<file path="src/rtl/flash_play_ctrl.sv">
// Playback sequencer: fetches 32-bit words from flash over Avalon-MM and
// presents them as two 16-bit samples, one per sample tick.
module flash_play_ctrl #(
    parameter int unsigned        ADDR_W     = 23,
    parameter logic [ADDR_W-1:0]  START_ADDR = 23'h000000,
    parameter logic [ADDR_W-1:0]  END_ADDR   = 23'h07FFFF
) (
    input  logic              clk,
    input  logic              reset_n,
    input  logic              sample_tick,
    input  logic              cmd_play,
    input  logic              cmd_pause,
    input  logic              cmd_fwd,
    input  logic              cmd_bwd,
    input  logic              cmd_restart,
    output logic              flash_read,
    output logic [ADDR_W-1:0] flash_address,
    input  logic              flash_waitrequest,
    input  logic [31:0]       flash_readdata,
    input  logic              flash_readdatavalid,
    output logic [15:0]       audio_data,
    output logic              sample_strobe,
    output logic              playing,
    output logic              dir_fwd,
    output logic              underrun,
    output logic [2:0]        state_dbg
);

    typedef enum logic [2:0] {
        S_IDLE      = 3'd0,
        S_FETCH     = 3'd1,
        S_WAIT_DATA = 3'd2,
        S_HOLD0     = 3'd3,
        S_HOLD1     = 3'd4
    } state_t;

    state_t            state, state_n;
    logic [ADDR_W-1:0] addr;
    logic [31:0]       word;
    logic              word_fwd;
    logic              restart_pend;

    logic              tick_ok;
    logic              load_word;
    logic              emit0;
    logic              emit1;
    logic              do_reload;
    logic              do_advance;
    logic              set_pend;
    logic              clr_pend;
    logic              under_n;
    logic [ADDR_W-1:0] reload_val;
    logic [ADDR_W-1:0] adv_val;

    // Avalon read: flash_read and flash_address stay stable in FETCH until a
    // cycle with flash_waitrequest low accepts the request; the word comes
    // back later on flash_readdatavalid and is never cancelled.
    assign flash_read    = (state == S_FETCH);
    assign flash_address = addr;
    assign state_dbg     = state;

    // Restart outranks pause, and pause outranks a tick arriving with it.
    assign tick_ok    = sample_tick && playing && !cmd_pause && !cmd_restart;
    assign reload_val = dir_fwd ? START_ADDR : END_ADDR;

    always_comb begin
        adv_val = addr;
        if (dir_fwd) begin
            adv_val = (addr == END_ADDR) ? START_ADDR : addr + 1'b1;
        end else begin
            adv_val = (addr == START_ADDR) ? END_ADDR : addr - 1'b1;
        end
    end

    always_ff @(posedge clk or negedge reset_n) begin
        if (!reset_n) begin
            state <= S_IDLE;
        end else begin
            state <= state_n;
        end
    end

    always_comb begin
        state_n    = state;
        load_word  = 1'b0;
        emit0      = 1'b0;
        emit1      = 1'b0;
        do_reload  = 1'b0;
        do_advance = 1'b0;
        set_pend   = 1'b0;
        clr_pend   = 1'b0;
        under_n    = 1'b0;
        case (state)
            S_IDLE: begin
                if (cmd_restart) begin
                    do_reload = 1'b1;
                end else if (cmd_play && !cmd_pause) begin
                    state_n = S_FETCH;
                end
            end
            S_FETCH: begin
                if (cmd_restart) set_pend = 1'b1;
                if (tick_ok) under_n = 1'b1;
                if (!flash_waitrequest) state_n = S_WAIT_DATA;
            end
            S_WAIT_DATA: begin
                if (tick_ok) under_n = 1'b1;
                if (flash_readdatavalid) begin
                    load_word = 1'b1;
                    if (restart_pend || cmd_restart) begin
                        clr_pend  = 1'b1;
                        do_reload = 1'b1;
                        state_n   = S_FETCH;
                    end else begin
                        state_n = S_HOLD0;
                    end
                end else if (cmd_restart) begin
                    set_pend = 1'b1;
                end
            end
            S_HOLD0: begin
                if (cmd_restart) begin
                    do_reload = 1'b1;
                    state_n   = S_FETCH;
                end else if (tick_ok) begin
                    emit0   = 1'b1;
                    state_n = S_HOLD1;
                end
            end
            S_HOLD1: begin
                if (cmd_restart) begin
                    do_reload = 1'b1;
                    state_n   = S_FETCH;
                end else if (tick_ok) begin
                    emit1      = 1'b1;
                    do_advance = 1'b1;
                    state_n    = S_FETCH;
                end
            end
            default: state_n = S_IDLE;
        endcase
    end

    always_ff @(posedge clk or negedge reset_n) begin
        if (!reset_n) begin
            addr          <= START_ADDR;
            word          <= 32'h0;
            word_fwd      <= 1'b1;
            restart_pend  <= 1'b0;
            audio_data    <= 16'h0;
            sample_strobe <= 1'b0;
            underrun      <= 1'b0;
            playing       <= 1'b0;
            dir_fwd       <= 1'b1;
        end else begin
            sample_strobe <= emit0 | emit1;
            underrun      <= under_n;

            if (do_reload) begin
                addr <= reload_val;
            end else if (do_advance) begin
                addr <= adv_val;
            end

            // The half order is fixed by the direction at the time of capture.
            if (load_word) begin
                word     <= flash_readdata;
                word_fwd <= dir_fwd;
            end

            if (emit0) begin
                audio_data <= word_fwd ? word[15:0] : word[31:16];
            end else if (emit1) begin
                audio_data <= word_fwd ? word[31:16] : word[15:0];
            end

            if (clr_pend) begin
                restart_pend <= 1'b0;
            end else if (set_pend) begin
                restart_pend <= 1'b1;
            end

            if (!cmd_restart) begin
                if (cmd_pause) begin
                    playing <= 1'b0;
                end else if (cmd_play) begin
                    playing <= 1'b1;
                end
            end

            if (cmd_fwd) begin
                dir_fwd <= 1'b1;
            end else if (cmd_bwd) begin
                dir_fwd <= 1'b0;
            end
        end
    end

endmodule
</file>
<file path="config.mk">
export PLATFORM = sky130hd
export DESIGN_NAME = flash_play_ctrl
export DESIGN_NICKNAME = d
export VERILOG_FILES = /design/src/rtl/flash_play_ctrl.sv
export SDC_FILE = /design/constraint.sdc
export NUM_CORES = 1
export LEC_CHECK = 0
export ABC_CLOCK_PERIOD_IN_PS = 4970
export BUFFER_PORTS_ARGS = -buffer_cell sky130_fd_sc_hd__buf_4
export CAP_MARGIN = 20
export CORE_ASPECT_RATIO = 1.4
export CORE_UTILIZATION = 31
export CTS_CLUSTER_SIZE = 10
export DETAILED_ROUTE_END_ITERATION = 6
export GPL_TIMING_DRIVEN = 0
export SETUP_SLACK_MARGIN = 0.3
export SLEW_MARGIN = 20
export SYNTH_ARGS = -nofsm -noshare
export SYNTH_HDL_FRONTEND = slang
export SYNTH_SLANG_ARGS = --single-unit
</file>
<file path="constraint.sdc">
create_clock -name clk -period 4.97 [get_ports clk]
set_input_delay 0.994 -clock clk [delete_from_list [all_inputs] [get_ports clk]]
set_output_delay 0.994 -clock clk [all_outputs]
set_load 0.005 [all_outputs]
</file>
==> impl_results.md <==
- Status: finished, final reports clean
- Pwr per Cell Area: 579.1 nW/µm²
- R2r setup slk: 1.67 ns
- Final hold viol count: 0
- Gate power share: 43.8%
- Register area share after synthesis: 44.54%
- Antenna Cells: 0
- Starting Density: 32.06%
- Hold crit path type: flip-flop to flip-flop
- # setup viols final: 0
- Max-cap violations: 0
- Number of synthesized register bits: 80
- Most common cell after layout, fill and taps aside: buf_4
- Die height: 144.6 µm
- Clock power frac: 21.7%
- Avg Cell Area, Syn: 9.495 µm²
- Aggregate global routing overflow: 0
- Startpoint class of the critical path: primary input
- Largest family of logic cells by synthesized area: simple AND/OR/NAND/NOR gates
- Vias in the first global route: 4137
- Area growth, synth to finish: 26.88%
- RSZ-0062 raised after global routing: no
- Post-Syn Area: 4501 µm²
- Die span in x: 103.8 µm
- Ys flop type: dfrtp_1
- Switching part of the total power: 38.00%
- Synth Area in Compound Gates: 16.49%
- Share of layout cells above drive strength 1: 25.82%
- Hold path cells: 2
- Core Region: 14040 µm²
- Fin. max-slew vios: 0
- Crit path time final: 3.507 ns
- Post-DP HPWL: 9572 µm
- Worst R2R End: flash_address[6]
- Worst-margin pin slew: 0.9084 ns
- Hold-fix buffers at CTS: 0
- Leak Pwr: 2.396 nW
- Final period util: 70.57%
- Post-synth EDFFs: 0
- Worst-path clk slew: 0.06 ns
- Worst r2r src: flash_address[0]
- Crit Path Max Fanout: 10
- CTS sink count: 80
- Row cnt: 51
- Post-synthesis mux area share: 12.29%
- Worst Clk Skew: 0.005805 ns
- Initial antenna violation count: 0
- CTS HTree Levels: 3
- CP Capture Type: flip-flop
- Routed Antenna Nets: 0
- Post-synthesis adder-cell area fraction: 0.8340%
- Die area: 15010 µm²
- Aggregate global-route resource usage: 17.88%
- Internal: 2.050 mW
- Clock tree buffer depth: 2
- Later-pin clock latency in the skew report: 0.33 ns
- Max Clk Rate: 0.2851 GHz
- Synth top area share: 43.37%
- Setup TNS: 0 ns
- GP Congestion: 0.9312
- WL/cell: 17.25 µm
- Setup CP Type: primary input to flip-flop
- Worst slew margin: 38.92%
- Routed WL: 13150 µm
- Synth cell types: 59
- Layout Utilization: 40.68%
- Max IR drop VDD: 0.0002427 V
- Post-Syn Nets: 519
- Largest net degree at the start of global routing: 81
- DR vias/cell: 5.583
- CTS tree: done
- Worst Hold Path EP: audio_data[10]
- Post-synthesis xor/xnor area fraction: 2.530%
- NetSw: 1.257 mW
- Setup bufs post-CTS: 0
- Most area-hungry cell type in the Yosys netlist: dfrtp_1
- Routed vias: 4254
- CTS root buffer: clkbuf_16
- Synthesized instance count: 474
- Iteration-0 DRC Markers: 257
- # nets final: 617
- DRC violations left: 0
- Yosys warns: 0
- Sequential Power Share: 34.5%
- WP data arrival: 3.70 ns
- FF-to-FF path depth: 8
- Port Buffer Count: 87
- First-pass GRT wire length: 21420 µm
- 1st-pass router iterations: 5
- TritonCTS buffer count: 9
- Synth area leaders: dfrtp_1 (43%), mux2_2 (8.5%), o21ai_0 (4.9%)
- Cts repair resizes: 0
- FFs w/ async S/R, synth: 100.0%
- Commonest non-fill, non-tap cells in the layout: buf_4 (87), dfrtp_1 (78), o21ai_0 (44)
- WP data required: 5.16 ns
- Worst Min Path Start: audio_data[10]
- Io pins: 89
- Simple-Gate Fraction of Synth Area: 19.41%
worst max-delay path, stage by stage:
cell      delay (ns)
clkbuf_1        0.18
nor4bb_1        0.61
nand2_1         0.13
xor2_1          0.74
clkbuf_1        0.68
mux2i_1         0.26
o21ai_0         0.10
cell usage after synthesis, drive strengths merged, types with 4 or more instances:
library cell  count
a21oi            15
a221oi            4
a31oi             8
and2              5
buf               4
clkbuf           29
dfrtp            78
inv               9
mux2             34
mux2i            17
nand2            40
nand3            16
nand4            12
nor2             34
nor3             22
nor3b             6
nor4             12
o21ai            46
o311ai            7
o31ai             6
or3               5
or4               4
xnor2             7
xor2              6
logic make-up (layout without fill, tap and decap cells):
group / Yosys count / count (layout)
buffers and inverters: 42 / 145
XOR/XNOR: 13 / 13
flip-flops: 80 / 80
AND/OR/NAND/NOR: 170 / 170
AO/OA/AOI/OAI: 115 / 115
adder cells (fa/ha/maj): 3 / 3
multiplexers: 51 / 51
how the worst max path moves through the flow:
| stage | cells past startpoint | start | to | slack (ns) |
|---|---|---|---|---|
| after floorplan | 7 | cmd_restart | audio_data[12] | 1.78 |
| after CTS | 7 | cmd_restart | audio_data[13] | 1.38 |
| after detailed placement | 7 | cmd_restart | audio_data[9] | 1.02 |
| after global placement | 7 | cmd_restart | audio_data[13] | 1.06 |
| after global routing | 7 | cmd_restart | audio_data[13] | 1.22 |
| final | 7 | cmd_restart | audio_data[13] | 1.46 |
flip-flops by register name, indices dropped and copies added (netlist names):
register / count
flash_address: 23
word_fwd: 1
state_dbg: 3
restart_pend: 1
sample_strobe: 1
audio_data: 16
underrun: 1
playing: 1
word: 32
dir_fwd: 1
cell type report:
class,count,area [µm²]
Inverter,9,33.78
Buffer,33,142.6
Fill cell,1403,8328
Clock buffer,10,229.0
Sequential cell,80,2004
Multi-Input combinational cell,352,2320
Timing Repair Buffer,87,656.9
Clock inverter,6,92.59
Tap cell,185,231.5
routing by layer:
layer | global-route usage, % | wire (µm) | vias up
met3 | 3.785 | 897 | 33
li1 | - | - | 1974
met5 | 0 | 0 | -
met2 | 31.23 | 6586 | 201
met1 | 21.57 | 5324 | 2046
met4 | 6.917 | 338 | 0
stage by stage:
step / setup slack, ns / hold WS [ns] / instance area, µm² / std cells / power [mW]
after floorplan: 1.783 / 0.4733 / 4501 / 474 / 2.025
after global placement: 1.061 / 0.4639 / 5385 / 746 / 2.543
after detailed placement: 1.023 / 0.4747 / 5385 / 746 / 2.590
after CTS: 1.382 / 0.4883 / 5707 / 762 / 3.323
after global routing: 1.218 / 0.5151 / 5710 / 762 / 3.541
final: 1.463 / 0.4805 / 5710 / 762 / 3.307
power by group through the flow:
stage	clock [mW]	combinational (mW)	sequential [mW]
final	0.719	1.45	1.14
after global routing	0.770	1.59	1.18
after CTS	0.738	1.44	1.14
after detailed placement	0	1.44	1.15
after global placement	0	1.41	1.14
after floorplan	0	0.913	1.11
(Power assumes the default switching activity.)
